### src/rtl/modexp_ctrl_if.sv
// Host and modmul connection bundle for modexp_ctrl: start/busy/done handshake,
// operands and result, plus the a/b/product link to the combinational modmul.
interface modexp_ctrl_if #(
  parameter int unsigned WIDTH     = 24,
  parameter int unsigned EXP_WIDTH = 24
);
  logic                 start;
  logic [WIDTH-1:0]     base;
  logic [EXP_WIDTH-1:0] exp;
  logic                 busy;
  logic                 done;
  logic [WIDTH-1:0]     result;
  logic [WIDTH-1:0]     mm_a;
  logic [WIDTH-1:0]     mm_b;
  logic [WIDTH-1:0]     mm_m;

  modport slave (
    input  start, base, exp, mm_m,
    output busy, done, result, mm_a, mm_b
  );

  modport master (
    output start, base, exp, mm_m,
    input  busy, done, result, mm_a, mm_b
  );
endinterface

### src/rtl/modexp_ctrl.sv
// Left-to-right square-and-multiply sequencer computing base^exp mod (2^24-3)
// through an external combinational modmul. Optional build macro: MODEXP_EARLY_EXIT_EN.
module modexp_ctrl #(
  parameter int unsigned WIDTH     = 24,
  parameter int unsigned EXP_WIDTH = 24
) (
  input  logic         clk,
  input  logic         reset,
  modexp_ctrl_if.slave bus
);

  localparam int unsigned IDX_W = (EXP_WIDTH > 1) ? $clog2(EXP_WIDTH) : 1;

  typedef enum logic [1:0] {IDLE, SQR, MUL, DONE} state_t;

  state_t               state_q, state_d;
  logic [WIDTH-1:0]     acc_q, acc_d;
  logic [WIDTH-1:0]     base_q, base_d;
  logic [EXP_WIDTH-1:0] exp_q, exp_d;
  logic [IDX_W-1:0]     idx_q, idx_d;
  logic                 busy_q, done_q;
  logic [WIDTH-1:0]     result_q;
  logic [WIDTH-1:0]     mm_a, mm_b;

`ifdef MODEXP_EARLY_EXIT_EN
  logic [IDX_W-1:0] msb_idx;

  // Index of the highest set exponent bit; leading zeros would only square 1.
  always_comb begin
    msb_idx = '0;
    for (int i = 0; i < EXP_WIDTH; i++) begin
      if (bus.exp[i]) msb_idx = IDX_W'(i);
    end
  end
`endif

  always_ff @(posedge clk or negedge reset) begin
    if (!reset) begin
      state_q  <= IDLE;
      acc_q    <= '0;
      base_q   <= '0;
      exp_q    <= '0;
      idx_q    <= '0;
      busy_q   <= 1'b0;
      done_q   <= 1'b0;
      result_q <= '0;
    end else begin
      state_q <= state_d;
      acc_q   <= acc_d;
      base_q  <= base_d;
      exp_q   <= exp_d;
      idx_q   <= idx_d;
      busy_q  <= (state_d != IDLE);
      done_q  <= (state_d == DONE);
      // Capture on the DONE entry edge so result is valid alongside done.
      if (state_d == DONE) result_q <= acc_d;
    end
  end

  always_comb begin
    state_d = state_q;
    acc_d   = acc_q;
    base_d  = base_q;
    exp_d   = exp_q;
    idx_d   = idx_q;
    mm_a    = '0;
    mm_b    = '0;
    unique case (state_q)
      IDLE: begin
        if (bus.start) begin
          base_d  = bus.base;
          exp_d   = bus.exp;
          acc_d   = WIDTH'(1);
`ifdef MODEXP_EARLY_EXIT_EN
          idx_d   = msb_idx;
          state_d = (bus.exp == '0) ? DONE : SQR;
`else
          idx_d   = IDX_W'(EXP_WIDTH - 1);
          state_d = SQR;
`endif
        end
      end
      SQR: begin
        mm_a  = acc_q;
        mm_b  = acc_q;
        acc_d = bus.mm_m;
        if (exp_q[idx_q]) begin
          state_d = MUL;
        end else if (idx_q == '0) begin
          state_d = DONE;
        end else begin
          idx_d = idx_q - IDX_W'(1);
        end
      end
      MUL: begin
        mm_a  = acc_q;
        mm_b  = base_q;
        acc_d = bus.mm_m;
        if (idx_q == '0) begin
          state_d = DONE;
        end else begin
          idx_d   = idx_q - IDX_W'(1);
          state_d = SQR;
        end
      end
      DONE: state_d = IDLE;
      default: state_d = IDLE;
    endcase
  end

  assign bus.mm_a   = mm_a;
  assign bus.mm_b   = mm_b;
  assign bus.busy   = busy_q;
  assign bus.done   = done_q;
  assign bus.result = result_q;

endmodule

### src/flat_wrapper.sv
// flat-port wrapper written by rule: the top's interface ports become plain ports
module modexp_ctrl_flat 
#(
  parameter int unsigned WIDTH     = 24,
  parameter int unsigned EXP_WIDTH = 24
)
  (clk, reset, bus_start, bus_base, bus_exp, bus_mm_m, bus_busy, bus_done, bus_result, bus_mm_a, bus_mm_b);
  modexp_ctrl_if #(.WIDTH(WIDTH), .EXP_WIDTH(EXP_WIDTH)) bus_i ();
  input  logic clk;
  input  logic reset;
  input wire logic [$bits(bus_i.start)-1:0] bus_start;
  input wire logic [$bits(bus_i.base)-1:0] bus_base;
  input wire logic [$bits(bus_i.exp)-1:0] bus_exp;
  input wire logic [$bits(bus_i.mm_m)-1:0] bus_mm_m;
  output wire logic [$bits(bus_i.busy)-1:0] bus_busy;
  output wire logic [$bits(bus_i.done)-1:0] bus_done;
  output wire logic [$bits(bus_i.result)-1:0] bus_result;
  output wire logic [$bits(bus_i.mm_a)-1:0] bus_mm_a;
  output wire logic [$bits(bus_i.mm_b)-1:0] bus_mm_b;
  assign bus_i.start = bus_start;
  assign bus_i.base = bus_base;
  assign bus_i.exp = bus_exp;
  assign bus_i.mm_m = bus_mm_m;
  assign bus_busy = bus_i.busy;
  assign bus_done = bus_i.done;
  assign bus_result = bus_i.result;
  assign bus_mm_a = bus_i.mm_a;
  assign bus_mm_b = bus_i.mm_b;
  modexp_ctrl #(.WIDTH(WIDTH), .EXP_WIDTH(EXP_WIDTH)) u_core (.clk(clk), .reset(reset), .bus(bus_i));
endmodule
### config.mk
export PLATFORM = sky130hd
export DESIGN_NAME = modexp_ctrl_flat
export DESIGN_NICKNAME = d
export VERILOG_FILES = /design/src/rtl/modexp_ctrl_if.sv /design/src/rtl/modexp_ctrl.sv /design/src/flat_wrapper.sv
export SDC_FILE = /design/constraint.sdc
export NUM_CORES = 1
export LEC_CHECK = 0
export ABC_CLOCK_PERIOD_IN_PS = 2200
export BUFFER_PORTS_ARGS = -buffer_cell sky130_fd_sc_hd__buf_2
export CAP_MARGIN = 20
export CORE_ASPECT_RATIO = 1.25
export CORE_MARGIN = 2
export CORE_UTILIZATION = 46
export CTS_CLUSTER_DIAMETER = 120
export DETAILED_ROUTE_END_ITERATION = 8
export GPL_ROUTABILITY_DRIVEN = 0
export MAX_ROUTING_LAYER = met4
export PLACE_DENSITY = 0.87
export SLEW_MARGIN = 5
export SYNTH_ARGS = -nofsm -noshare
export SYNTH_HDL_FRONTEND = slang
export SYNTH_SLANG_ARGS = --single-unit
### constraint.sdc
create_clock -name clk -period 2.2 [get_ports clk]
set_input_delay 0.33 -clock clk [delete_from_list [all_inputs] [get_ports clk]]
set_output_delay 0.33 -clock clk [all_outputs]
set_load 0.01 [all_outputs]
==> results.ini, run 1 <==
[status]
status = complete, but fails checks
violations = negative setup slack

[power]
power_frac_seq = 0.345
p_switching_mw = 3.77
p_per_area_nw_per_um2 = 1600
switching_share = 0.370
p_int_mw = 6.41
p_clk_frac = 0.147
comb_power_share = 0.508
peakVddDrop_mv = 0.758
p_leak_nw = 3.28

[clock_tree]
root_buffer = clkbuf_16
clock_path_buffers = 2
cts.clk_slew.worst_paths_ns = 0.06
cts.sinks = 105
insertion_delay_ns = 0.33
h-tree-depth = 3
cts_tree = built
numCtsBuffers = 9

[sta]
slew-limit-headroom = 0.664
setup-violations-final = 29
hold_viol = 0
fin_crit_ns = 2.41
fin_tns_setup_ns = -4.51
finalMaxSlewViolations = 0
max_freq_mhz = 415
worstMarginPinSlew_ns = 0.499
period_share = 1.10
rsz0062_at_grt = true
skew_ns = 0.00307
setup_ws_ns = -0.210

[layout]
final_cell_mix = buf_2, dfrtp_1, mux2_2, a22o_1, and2_1
area_growth_pct = 32.3
n_fill_cell = 807
drive_gt1_frac = 0.539
final_common_cell = buf_2
nNetsFinal = 611
final_cells = 664

[setup_path]
cp.arrival_ns = 2.63
crit_type = reg -> reg
slowest_stage = mux4_2
setup.worst_path.end_class = register
required_ns = 2.42
timing.rr.end = u_core.bus.result[19]
timing.rr.start = u_core.idx_q[1]
start_kind = register
max_stage_delay_ns = 0.51
path_max_fanout = 8
rr_worst_depth = 7
reg2reg_slack_ns = -0.21
cp_cell_sequence = mux4_2 -> a2bb2oi_1 -> nand4b_1 -> a31oi_4 -> o21bai_4 -> clkbuf_16 -> mux2_4

[synthesis]
muxShareOfSynthArea = 0.212
yosysWarnings = 0
synth_xor_area_frac = 0
synthAdderAreaFrac = 0.0156
synth_top_area_cell = dfrtp_1
synth_top_area_share = 0.547
synth_cell_types = 39
synth-compound-area-share = 0.123
syn_avg_cell_area_um2 = 13.4
syn_inst = 358
dominantRegCellSynth = dfrtp_1
synth_top_family_by_area = multiplexers
synthesis.nets = 439
ys_seq_elements = 105
synth_area_um2 = 4800
synthSimpleGateAreaFrac = 0.0695
async_flop_share = 1.00
synth_edf_count = 0
ys_seq_area_frac = 0.547
synth_area_leaders = dfrtp_1, mux2_2, a22o_1

[placement]
io_buffers = 148
detailed_place_hpwl_um = 9040
place_inst = 636

[worst_hold_path]
whs_endpoint = u_core.exp_q[7]
min_from = bus_exp[7]
worstHoldPathType = in -> reg
hold_path_depth = 2

[global_route]
overflow = 0
grt_first_pass_wirelength_um = 20000
grt_max_degree = 56
grt_usage = 0.238
antenna_found_initial = 1
grt_pass1_vias = 3994

[floorplanning]
io_pins = 149
coreArea_um2 = 10200
fp.dieW_um = 95.4
dieArea_um2 = 11300
die_y_um = 118
start_util = 0.473
rows = 41

[detailed_routing]
drt-vias-per-instance = 5.53
drt-wirelength-per-cell_um = 19.9
routed_wl_um = 13200
initialDrtViolationCount = 195
ant_nets = 0
drc = 0
dr.pass1.iters = 4
vias = 3669

[job]
max_cap_viol_count = 0

state kept, by name, summed over array words and instances, names as in the netlist:
| signal | cells |
|---|---|
| u_core.state_q | 2 |
| u_core.bus.done | 1 |
| u_core.exp_q | 24 |
| u_core.bus.result | 24 |
| u_core.bus.busy | 1 |
| u_core.idx_q | 5 |
| u_core.acc_q | 24 |
| u_core.base_q | 24 |
critical path, delay by kind of cell (launching register included):
kind | cells | cell delay (ns)
AND/OR/NAND/NOR | 1 | 0.28
AO/OA/AOI/OAI | 3 | 0.60
flip-flops | 1 | 0.39
buffers and inverters | 1 | 0.22
multiplexers | 2 | 0.81
power groups by stage:
stage	sequential (mW)	clock (mW)	combinational (mW)
global route	3.59	1.63	5.53
CTS	3.49	1.54	4.95
finish	3.51	1.50	5.17
floorplan	3.36	0	3.02
global placement	3.45	0	4.43
detailed placement	3.49	0	4.64
worst max-delay path by stage:
stage / start / end / slack (ns) / depth (start not counted)
after floorplan: u_core.idx_q[0] / u_core.bus.result[12] / 0.0006 / 8
after global placement: u_core.idx_q[0] / u_core.bus.result[11] / -0.05 / 7
after detailed placement: u_core.idx_q[0] / u_core.bus.result[11] / -0.13 / 7
after CTS: u_core.idx_q[0] / u_core.bus.result[10] / -0.1 / 7
after global routing: u_core.idx_q[1] / u_core.bus.result[22] / -0.29 / 7
final: u_core.idx_q[1] / u_core.bus.result[19] / -0.21 / 7
stage by stage:
stage          cell area, um2   util  worst slack, ns  total power [mW]  hold slack, ns
3_3_place_gp             5840  0.575          -0.0521              7.88           0.251
2_1_floorplan            4820      -         0.000560              6.38          0.0344
5_1_grt                  6360  0.626           -0.293              10.8           0.217
4_1_cts                  6260  0.616          -0.0968              9.98           0.212
3_5_place_dp             5840  0.575           -0.127              8.13           0.255
6_report                 6360  0.626           -0.210              10.2           0.224
cell type report:
type / count / area, um2 / share of cell area
antenna: 1 / 2.50 / 0.000394
clock buffer: 13 / 270 / 0.0425
clock inverter: 2 / 12.5 / 0.00197
inverter: 11 / 46.3 / 0.00728
multi-input combinational: 219 / 2100 / 0.331
sequential: 105 / 2630 / 0.414
tap: 129 / 161 / 0.0254
timing repair buffer: 184 / 1130 / 0.178
metal layers:
layer / vias up / GRT usage / part of all wire
met4: 0 / 0.105 / 0.030
li1: 1645 / - / -
met3: 27 / 0.0376 / 0.058
met5: - / - / 0
met1: 1833 / 0.284 / 0.40
met2: 164 / 0.395 / 0.51
cell families after synthesis:
group	after synthesis
buf+inv	34
mux	82
simple gates	59
compound gates	72
fa+ha+maj	6
flops	105
synthesized netlist by cell type, types with 5 or more instances:
cell type / number
inv_1: 10
o21ai_0: 6
clkbuf_1: 16
and2_1: 25
nand3_1: 6
mux2_4: 19
a22o_1: 47
mux2_1: 5
ha_1: 6
mux2_2: 48
nor2_1: 11
mux2i_1: 7
dfrtp_1: 105
timing repair:
| item | CTS | global route |
|---|---|---|
| pin swaps | 5 | 13 |
| endpoints found under the setup margin | 48 | 53 |
| resized for setup | 16 | 12 |
| hold endpoints to repair | 23 | 0 |
| hold buffers | 1 | 0 |
| buffers inserted | 5 | 3 |
| cloned | 2 | 1 |
Power figures use the tool's default switching activity.
==> inputs of run 2 (changes only) <==
==> constraint.sdc (replaced) <==
create_clock -name clk -period 2.2 [get_ports clk]
set_input_delay 0.44 -clock clk [delete_from_list [all_inputs] [get_ports clk]]
set_output_delay 0.44 -clock clk [all_outputs]
set_load 0.01 [all_outputs]
==> run 2 against run 1 <==
The run now fails in 5_2_route. Area after synthesis did not move. Synthesized cell count unchanged. Global-route usage up 1.5 points.
==> results.ini, run 2 <==
[synthesis]
synthTopCellsByCount = dfrtp_1, mux2_2, a22o_1
yosysMostFrequentCell = dfrtp_1
ys_seq_area_frac = 0.547
synth_cell_types = 39
ys_seq_elements = 105
async_flop_share = 1.00
synth_edf_count = 0
synthesis.nets = 439
synth_area_leaders = dfrtp_1, mux2_2, a22o_1
syn_inst = 358
synth_area_um2 = 4800
yosysWarnings = 0
synth_top_area_share = 0.547
synth_top_area_cell = dfrtp_1
dominantRegCellSynth = dfrtp_1
syn_avg_cell_area_um2 = 13.4

[clock_tree]
hold_buffers = 0
clock_path_buffers = 2
cts.sinks = 105
numCtsBuffers = 9
root_buffer = clkbuf_16
h-tree-depth = 3

[global_route]
antenna_found_initial = 1
grt_first_pass_wirelength_um = 21000
grt_usage = 0.253
overflow = 0
grt_pass1_vias = 4203
grt_max_degree = 47

[sta]
worst-ep-kind = register input
grt_worst_setup_endpoint = u_core.bus.result[14]$_DFFE_PN0N_/D

[placement]
place_ws_ns = -0.165
io_buffers = 148
detailed_place_hpwl_um = 8910

[status]
error = [ERROR DRT-0255] Maze Route cannot find path of net clk in worker of routeBox ( 48300 0 ) ( 95400 48300 ).
status = did not finish
lastStage = 5_2_route

[floorplanning]
start_util = 0.473
rows = 41
fp.dieW_um = 95.4
die_y_um = 118
io_pins = 149

==> run 2: through the flow <==
step,TNS [ns],instance area [um2],cells,utilization,hold slack [ns]
2_1_floorplan,0,4820,358,-,0.144
3_3_place_gp,-1.61,5840,636,0.575,0.471
3_5_place_dp,-3.27,5840,636,0.575,0.488
4_1_cts,-2.88,6460,669,0.636,0.128
5_1_grt,-6.98,6580,678,0.647,0.148
==> run 2: routing by layer <==
layer  track usage
met2         0.415
met3        0.0516
met5             -
met4         0.134
met1         0.289
==> run 2: timing repair <==
| item | 4_1_cts | 5_1_grt |
|---|---|---|
| setup buffers | 13 | 9 |
| gates cloned | 4 | 1 |
| gates resized for setup | 39 | 12 |
| setup endpoints to repair | 48 | 53 |
| pin swaps | 10 | 21 |
==> run 2: cells by family after synthesis <==
group | after synthesis | share of synthesized area
compound gates | 72 | 0.123
fa+ha+maj | 6 | 0.0156
buf+inv | 34 | 0.0323
flops | 105 | 0.547
mux | 82 | 0.212
simple gates | 59 | 0.0695
==> inputs of run 3 (changes only) <==
- ABC_CLOCK_PERIOD_IN_PS: 2200 -> 2860
- CORE_ASPECT_RATIO: 1.25 -> unset
- CORE_UTILIZATION: 46 -> 40
- CTS_CLUSTER_DIAMETER: 120 -> unset
- MAX_ROUTING_LAYER: met4 -> unset
- PLACE_DENSITY: 0.87 -> unset
- PLACE_DENSITY_LB_ADDON: unset -> 0.15
- clock period: 2.2 -> 2.86 ns (I/O delays scaled with it)
==> run 3 against run 2 <==
The run now ends clean. Global-route usage down 6.3 points.
==> results.ini, run 3 (synthesis gave the netlist of run 1 again) <==
[job]
max_cap_viol_count = 0

[global_route]
grt_max_degree = 55
antenna_found_initial = 0
grt_first_pass_wirelength_um = 18700
grt_usage = 0.191
overflow = 0
grt_pass1_vias = 3482

[clock_tree]
insertion_delay_ns = 0.34
cts.clk_slew.worst_paths_ns = 0.07
cts_tree = built
numCtsBuffers = 9
root_buffer = clkbuf_16
clock_path_buffers = 2
h-tree-depth = 3
cts.sinks = 105

[sta]
rsz0062_at_grt = false
fin_crit_ns = 2.71
finalMaxSlewViolations = 0
fin_tns_setup_ns = 0
skew_ns = 0.00392
max_freq_mhz = 369
period_share = 0.948
hold_viol = 0
worstMarginPinSlew_ns = 0.720
setup-violations-final = 0
slew-limit-headroom = 0.520
setup_ws_ns = 0.150

[layout]
final_cell_mix = buf_2, dfrtp_1, mux2_2, a22o_1, and2_1
area_growth_pct = 27.1
drive_gt1_frac = 0.501
nNetsFinal = 591
stdcell_area_um2 = 6110
final_common_cell = buf_2

[floorplanning]
coreArea_um2 = 11900
fp.dieW_um = 114
dieArea_um2 = 12900
start_util = 0.405
io_pins = 149
rows = 40
die_y_um = 114

[setup_path]
required_ns = 3.09
cp_cell_sequence = buf_4 -> inv_1 -> ha_1 -> nor4b_1 -> a21oi_1 -> nor2_1 -> a41oi_2 -> o21bai_4 -> mux2_1
start_kind = register
crit_type = reg -> reg
cp.arrival_ns = 2.94
reg2reg_slack_ns = 0.15
max_stage_delay_ns = 0.45
rr_worst_depth = 9
path_max_fanout = 13
timing.rr.end = u_core.bus.result[9]
slowest_stage = dfrtp_1
crit_end = u_core.bus.result[9]
startpoint = u_core.idx_q[0]
setup.worst_path.end_class = register
timing.rr.start = u_core.idx_q[0]

[detailed_routing]
routed_wl_um = 12200
vias = 3440
drt-vias-per-instance = 5.19
dr.pass1.iters = 4
drc = 0
ant_nets = 0
initialDrtViolationCount = 164
drt-wirelength-per-cell_um = 18.4

[power]
p_per_area_nw_per_um2 = 1220
peakVddDrop_mv = 0.425
p_leak_nw = 3.14

[worst_hold_path]
worstHoldPathType = in -> async

[placement]
placed_area_um2 = 5720
place_ws_ns = 0.00435
io_buffers = 148
detailed_place_hpwl_um = 8280

[status]
status = finished clean

-- run 3: critical path, delay by kind of cell (launching register included) --
kind,cells,cell delay (ns)
AO/OA/AOI/OAI,3,0.70
flip-flops,1,0.45
buffers and inverters,2,0.32
multiplexers,1,0.37
AND/OR/NAND/NOR,2,0.52
adder cells (fa/ha/maj),1,0.22
-- run 3: per-layer routing --
layer	part of all wire	wire length, um	global-route usage
met5	0	0	0
met4	0.018	223	0.0667
met3	0.070	856	0.0531
met2	0.47	5690	0.296
met1	0.45	5440	0.259
-- run 3: final cells by class --
type | count | area [um2]
repair buffers | 163 | 892
inverters | 11 | 45.0
clock buffers | 13 | 260
multi-input cells | 220 | 2050
flip-flops and latches | 105 | 2630
fillers | 1067 | 5750
diodes | 1 | 2.50
well taps | 147 | 184
clock inverters | 3 | 47.5
-- run 3: timing repair --
item | 4_1_cts | 5_1_grt
buffers inserted | 0 | 3
cloned | 0 | 1
endpoints found under the setup margin | 24 | 48
hold buffers | 0 | 0
gates resized for setup | 3 | 4
-- run 3: power breakdown --
| group | switching, mW | internal (mW) |
|---|---|---|
| logic | 1.74 | 1.79 |
| clock network | 0.536 | 0.733 |
| registers | 0.442 | 2.20 |
-- run 3: worst min-delay path by stage --
stage                                     from              endpoint  cells after the start
final                                    reset      u_core.exp_q[17]                      1
after global routing                     reset      u_core.exp_q[17]                      1
after CTS                                reset      u_core.exp_q[23]                      1
after detailed placement  u_core.bus.result[7]  u_core.bus.result[7]                      1
after global placement    u_core.bus.result[9]  u_core.bus.result[9]                      1
after floorplan                          reset       u_core.acc_q[0]                      0
-- run 3: through the flow --
step	std cells	hold WS [ns]	power, mW	util
2_1_floorplan	358	0.276	4.89	-
3_3_place_gp	641	0.470	5.93	0.482
3_5_place_dp	641	0.476	6.04	0.482
4_1_cts	657	0.300	7.36	0.509
5_1_grt	662	0.328	7.93	0.515
6_report	663	0.279	7.44	0.515
